===== config.mk =====
export PLATFORM = sky130hd
export DESIGN_NAME = character_position_file
export DESIGN_NICKNAME = d
export VERILOG_FILES = /design/src/rtl/character_position_file.sv
export SDC_FILE = /design/constraint.sdc
export NUM_CORES = 1
export LEC_CHECK = 0
export ABC_CLOCK_PERIOD_IN_PS = 8650
export CAP_MARGIN = 15
export CORE_AREA = 2 2 134 136
export DETAILED_ROUTE_END_ITERATION = 10
export DIE_AREA = 0 0 136 138
export DONT_BUFFER_PORTS = 1
export MAX_ROUTING_LAYER = met4
export PLACE_DENSITY = 0.54
export SLEW_MARGIN = 25
export SYNTH_ARGS = -nofsm -noshare
export SYNTH_HDL_FRONTEND = slang
export SYNTH_SLANG_ARGS = --single-unit

===== constraint.sdc =====
create_clock -name clock_50 -period 8.65 [get_ports clock_50]
set_input_delay 0.865 -clock clock_50 [delete_from_list [all_inputs] [get_ports clock_50]]
set_output_delay 0.865 -clock clock_50 [all_outputs]
set_load 0.005 [all_outputs]

===== src/rtl/character_position_file.sv =====
// Register file of (x, y) pixel positions for pacman (index 0) and the ghosts,
// with read / write / clamped single-step ops. Define COLLISION_DETECT_EN to build ghost-vs-pacman comparators.
module character_position_file #(
    parameter int NUM_CHARS = 5,
    parameter int SEL_W     = 3,
    parameter int COORD_W   = 8,
    parameter int MAX_X     = 159,
    parameter int MAX_Y     = 119,
    parameter int STEP      = 1,
    parameter int PAC_X     = 10,
    parameter int PAC_Y     = 10,
    parameter int GHOST_X0  = 40,
    parameter int GHOST_DX  = 5,
    parameter int GHOST_Y   = 35
) (
    input  logic                 clock_50,
    input  logic                 reset,
    input  logic [1:0]           op,
    input  logic [SEL_W-1:0]     char_sel,
    input  logic [COORD_W-1:0]   x_in,
    input  logic [COORD_W-1:0]   y_in,
    input  logic [1:0]           dir,
    output logic [COORD_W-1:0]   x_out,
    output logic [COORD_W-1:0]   y_out,
    output logic                 rd_valid,
    output logic                 clamped,
    output logic                 err,
    output logic [NUM_CHARS-2:0] collision
);

    typedef enum logic [1:0] {
        OP_NOP   = 2'b00,
        OP_READ  = 2'b01,
        OP_WRITE = 2'b10,
        OP_STEP  = 2'b11
    } op_e;

    typedef enum logic [1:0] {
        DIR_UP    = 2'b00,
        DIR_DOWN  = 2'b01,
        DIR_LEFT  = 2'b10,
        DIR_RIGHT = 2'b11
    } dir_e;

    typedef logic [COORD_W-1:0] coord_t;
    typedef logic [COORD_W:0]   wide_t;

    localparam coord_t MAX_X_C = coord_t'(MAX_X);
    localparam coord_t MAX_Y_C = coord_t'(MAX_Y);
    localparam wide_t  MAX_X_W = wide_t'(MAX_X);
    localparam wide_t  MAX_Y_W = wide_t'(MAX_Y);
    localparam wide_t  STEP_W  = wide_t'(STEP);

    function automatic coord_t reset_x(input int unsigned idx);
        if (idx == 0) return coord_t'(PAC_X);
        return coord_t'(GHOST_X0 + int'(idx - 1) * GHOST_DX);
    endfunction

    function automatic coord_t reset_y(input int unsigned idx);
        if (idx == 0) return coord_t'(PAC_Y);
        return coord_t'(GHOST_Y);
    endfunction

    op_e  op_s;
    dir_e dir_s;
    assign op_s  = op_e'(op);
    assign dir_s = dir_e'(dir);

    coord_t x_q [NUM_CHARS];
    coord_t y_q [NUM_CHARS];
    coord_t x_d [NUM_CHARS];
    coord_t y_d [NUM_CHARS];

    coord_t                x_out_q, x_out_d;
    coord_t                y_out_q, y_out_d;
    logic                  rd_valid_q, rd_valid_d;
    logic                  clamped_q, clamped_d;
    logic                  err_q, err_d;
    logic [NUM_CHARS-2:0]  collision_q, collision_d;

    logic   sel_ok;
    coord_t cur_x, cur_y;
    coord_t step_x, step_y;
    logic   step_clamp;
    coord_t wr_x, wr_y;
    logic   wr_clamp;

    // Selected entry; an index outside the file leaves sel_ok low.
    always_comb begin
        sel_ok = 1'b0;
        cur_x  = '0;
        cur_y  = '0;
        for (int unsigned i = 0; i < NUM_CHARS; i++) begin
            if (char_sel == SEL_W'(i)) begin
                sel_ok = 1'b1;
                cur_x  = x_q[i];
                cur_y  = y_q[i];
            end
        end
    end

    // One extra bit keeps the +STEP compare free of wrap-around.
    always_comb begin
        step_x     = cur_x;
        step_y     = cur_y;
        step_clamp = 1'b0;
        case (dir_s)
            DIR_UP: begin
                if ({1'b0, cur_y} < STEP_W) begin
                    step_y     = '0;
                    step_clamp = 1'b1;
                end else begin
                    step_y = coord_t'({1'b0, cur_y} - STEP_W);
                end
            end
            DIR_DOWN: begin
                if ({1'b0, cur_y} + STEP_W > MAX_Y_W) begin
                    step_y     = MAX_Y_C;
                    step_clamp = 1'b1;
                end else begin
                    step_y = coord_t'({1'b0, cur_y} + STEP_W);
                end
            end
            DIR_LEFT: begin
                if ({1'b0, cur_x} < STEP_W) begin
                    step_x     = '0;
                    step_clamp = 1'b1;
                end else begin
                    step_x = coord_t'({1'b0, cur_x} - STEP_W);
                end
            end
            DIR_RIGHT: begin
                if ({1'b0, cur_x} + STEP_W > MAX_X_W) begin
                    step_x     = MAX_X_C;
                    step_clamp = 1'b1;
                end else begin
                    step_x = coord_t'({1'b0, cur_x} + STEP_W);
                end
            end
            default: ;
        endcase
    end

    always_comb begin
        wr_x     = (x_in > MAX_X_C) ? MAX_X_C : x_in;
        wr_y     = (y_in > MAX_Y_C) ? MAX_Y_C : y_in;
        wr_clamp = (x_in > MAX_X_C) || (y_in > MAX_Y_C);
    end

    always_comb begin
        x_d        = x_q;
        y_d        = y_q;
        x_out_d    = x_out_q;
        y_out_d    = y_out_q;
        rd_valid_d = 1'b0;
        clamped_d  = 1'b0;
        err_d      = 1'b0;
        if (op_s != OP_NOP && !sel_ok) begin
            err_d = 1'b1;
        end else begin
            case (op_s)
                OP_READ: begin
                    rd_valid_d = 1'b1;
                    x_out_d    = cur_x;
                    y_out_d    = cur_y;
                end
                OP_WRITE: begin
                    for (int unsigned i = 0; i < NUM_CHARS; i++) begin
                        if (char_sel == SEL_W'(i)) begin
                            x_d[i] = wr_x;
                            y_d[i] = wr_y;
                        end
                    end
                    clamped_d = wr_clamp;
                end
                OP_STEP: begin
                    for (int unsigned i = 0; i < NUM_CHARS; i++) begin
                        if (char_sel == SEL_W'(i)) begin
                            x_d[i] = step_x;
                            y_d[i] = step_y;
                        end
                    end
                    rd_valid_d = 1'b1;
                    clamped_d  = step_clamp;
                    x_out_d    = step_x;
                    y_out_d    = step_y;
                end
                default: ;
            endcase
        end
    end

`ifdef COLLISION_DETECT_EN
    // Compares pre-edge contents, so the flag trails a position change by one cycle.
    always_comb begin
        collision_d = '0;
        for (int unsigned i = 1; i < NUM_CHARS; i++) begin
            collision_d[i-1] = (x_q[i] == x_q[0]) && (y_q[i] == y_q[0]);
        end
    end
`else
    always_comb begin
        collision_d = '0;
    end
`endif

    always_ff @(posedge clock_50) begin
        if (reset) begin
            for (int unsigned i = 0; i < NUM_CHARS; i++) begin
                x_q[i] <= reset_x(i);
                y_q[i] <= reset_y(i);
            end
            x_out_q     <= '0;
            y_out_q     <= '0;
            rd_valid_q  <= 1'b0;
            clamped_q   <= 1'b0;
            err_q       <= 1'b0;
            collision_q <= '0;
        end else begin
            for (int unsigned i = 0; i < NUM_CHARS; i++) begin
                x_q[i] <= x_d[i];
                y_q[i] <= y_d[i];
            end
            x_out_q     <= x_out_d;
            y_out_q     <= y_out_d;
            rd_valid_q  <= rd_valid_d;
            clamped_q   <= clamped_d;
            err_q       <= err_d;
            collision_q <= collision_d;
        end
    end

    assign x_out     = x_out_q;
    assign y_out     = y_out_q;
    assign rd_valid  = rd_valid_q;
    assign clamped   = clamped_q;
    assign err       = err_q;
    assign collision = collision_q;

endmodule


==> flow_metrics.env <==
export IMPL_fillers=1880
export IMPL_num_io_pins=48
export IMPL_rows=49
export IMPL_required_ps=8730
export IMPL_seqCellArea_um2=2142
export IMPL_layout_commonest_cell="dfxtp_1"
export IMPL_synth_warnings=0
export IMPL_syn_area_per_cell_um2=8.202
export IMPL_start_util_pct=34.05
export IMPL_irDropWorstVdd_uv=117.7
export IMPL_design_area_um2=6326
export IMPL_clkLatencyLatePin_ps=360
export IMPL_routed_wl_um=20730
export IMPL_crit_buf_inv=1
export IMPL_drc=0
export IMPL_final_cells=924
export IMPL_grt_max_degree=53
export IMPL_fin_crit_sh_pct=47.45
export IMPL_power_density_nw_per_um2=175.4
export IMPL_rsz0062_at_grt="no"
export IMPL_port_buffers=0
export IMPL_cts_buffers=9
export IMPL_first_pass_iters=6
export IMPL_post_cts_repair_setup_buffers=0
export IMPL_crit_slowest_cell="o32ai_1"
export IMPL_crit_fanout=34
export IMPL_hp_class="reg2reg"
export IMPL_synth_edff_count=16
export IMPL_multi_input_comb_area_um2=3500
export IMPL_grt_pass1_wl_um=31620
export IMPL_vias=5828
export IMPL_synth_top_area_share_pct=27.83
export IMPL_yosys_cell_types_count=84
export IMPL_max_stage_delay_ps=700
export IMPL_track_usage_pct=22.44
export IMPL_grt_pass1_vias=5315
export IMPL_post_cts_resized=0
export IMPL_fin_ws_ps=4546
export IMPL_layout_nets=721
export IMPL_via_per_inst=6.307
export IMPL_cp_cell_sequence="nand2b_1 -> nor2_1 -> a221oi_4 -> ha_1 -> inv_1 -> a211o_1 -> nand4b_1 -> o21ai_0 -> nor2_1 -> o32ai_1 -> a21oi_1"
export IMPL_ys_ff_latch=99
export IMPL_placed_cells=908
export IMPL_drtIter0Drc=688
export IMPL_maxCapViolCount=0
export IMPL_layout_drive_gt1_share_pct=7.626
export IMPL_die_y_um=138
export IMPL_overflow=0
export IMPL_core_area_um2=17530
export IMPL_crit_top_cell="nor2_1"
export IMPL_clock_root_buffer="clkbuf_16"
export IMPL_die_w_um=136
export IMPL_cts_tree="done"
export IMPL_h_tree_depth=3
export IMPL_worst_setup_path_type="in2reg"
export IMPL_worstMarginPinSlew_ps=987.5
export IMPL_yosys_top_cells_area="dfxtp_1, edfxtp_1, o21ai_0"
export IMPL_max_freq_mhz=243.7
export IMPL_final_cell_mix="dfxtp_1, o21ai_0, nor2_1, a21oi_1, nand2_1"
export IMPL_cts_clk_slew_worst_paths_ps=80
export IMPL_drv_slew=0
export IMPL_wire_per_inst_um=22.43
export IMPL_power_leakage_nw=2.201
export IMPL_syn_to_final_growth_pct=5.951
export IMPL_cp_arrival_ps=4190
export IMPL_maxSlewHeadroom_pct=33.96
export IMPL_finalClockSkew_ps=9.467
export IMPL_synth_area_leader_cell="dfxtp_1"
export IMPL_dpl_worst_slack_ps=4211
export IMPL_syn_inst=728
export IMPL_tns_ps=0
export IMPL_critPathCaptureType="flop"
export IMPL_place_area_um2=6017
export IMPL_yosysSeqAreaShare_pct=35.88
export IMPL_place_hpwl_um=14680
export IMPL_antenna_found_initial=0
export IMPL_holdBufCountCts=0
export IMPL_cts_sinks=99
export IMPL_synth_ff_type="dfxtp_1"
export IMPL_path_delay_family="compound AO/OA/AOI/OAI gates"
export IMPL_outcome="finished clean"
export IMPL_startpoint_type="input port"
export IMPL_setup_violations=0
export IMPL_die_area_um2=18770
export IMPL_hold_viol=0
export IMPL_async_flop_share_pct=0
export IMPL_fin_crit_ps=4104
export IMPL_ant_nets=0
export IMPL_netlist_area_um2=5971
export IMPL_gp_congestion=0.9479
export IMPL_clockBufferDepth=2
export IMPL_diodes=0
[stage by stage]
step	hold slack (ps)	utilization (%)	power (mW)
4_1_cts	451.6	36.03	1.108
2_1_floorplan	433.1	-	0.6564
3_3_place_gp	435.6	34.32	0.6919
3_5_place_dp	441.1	34.32	0.6925
6_report	453.0	36.08	1.110
5_1_grt	470.9	36.08	1.148
[layout make-up]
cell class | count | share of cell area (%)
clock buffer | 9 | 3.560
clock inverter | 7 | 1.187
inverter | 16 | 0.9494
multi-input combinational | 559 | 55.32
sequential | 99 | 33.86
tap | 229 | 4.529
timing repair buffer | 5 | 0.5934
[sequential cells by signal (all words and copies together) (netlist names)]
name,cells
err,1
y_q,40
x_q,40
clamped,1
y_out,8
x_out,8
rd_valid,1
[final timing paths]
path / startpoint / to / slack [ps] / cells past startpoint
hold reg to reg: y_q[31] / y_q[31] / 450 / 2
hold / removal: y_q[31] / y_q[31] / 450 / 2
setup reg to reg: x_q[32] / x_q[32] / 4830 / 11
setup / recovery: char_sel[2] / x_q[32] / 4550 / 11
[worst min-delay path: stages, from the launching register on]
cell and delay (ps):
dfxtp_1 310, nand2_1 50, a21oi_1 50
[power by group]
group / switching [mW] / internal [mW] / total [mW]
registers: 0.0122 / 0.490 / 0.502
logic: 0.124 / 0.0607 / 0.185
clock network: 0.196 / 0.227 / 0.423
total: 0.333 / 0.777 / 1.11
[routing by layer]
layer	track usage, %	wire [um]	up-vias
met5	-	0	-
met4	6.963	597	0
met3	4.547	1466	43
met2	32.90	9338	264
met1	31.02	9324	2843
li1	-	-	2678
[logic make-up after synthesis]
logic type	Yosys count	share of synthesized area (%)
AOI/OAI and AO/OA	272	29.72
xor gates and xnor gates	5	0.7334
adders and majority gates	6	1.257
buffers and inverters	73	6.014
DFF	99	35.88
muxes	27	5.008
other	1	0.06281
and+or+nand+nor	245	21.33
[synthesized netlist by cell type, types with 6 or more instances]
master / number
nor2_1: 63
nor3_1: 38
nand2_1: 47
nand3b_1: 16
edfxtp_1: 16
and3_1: 7
a211oi_1: 9
buf_4: 9
clkbuf_1: 34
or2_2: 7
ha_1: 6
a31oi_1: 24
a21oi_1: 63
o21ai_0: 68
buf_6: 6
dfxtp_1: 83
mux2i_1: 22
o31ai_1: 18
nand3_1: 22
inv_1: 15
nand4_1: 10
o22ai_1: 24
No activity file was read; power rests on OpenSTA's default activity.
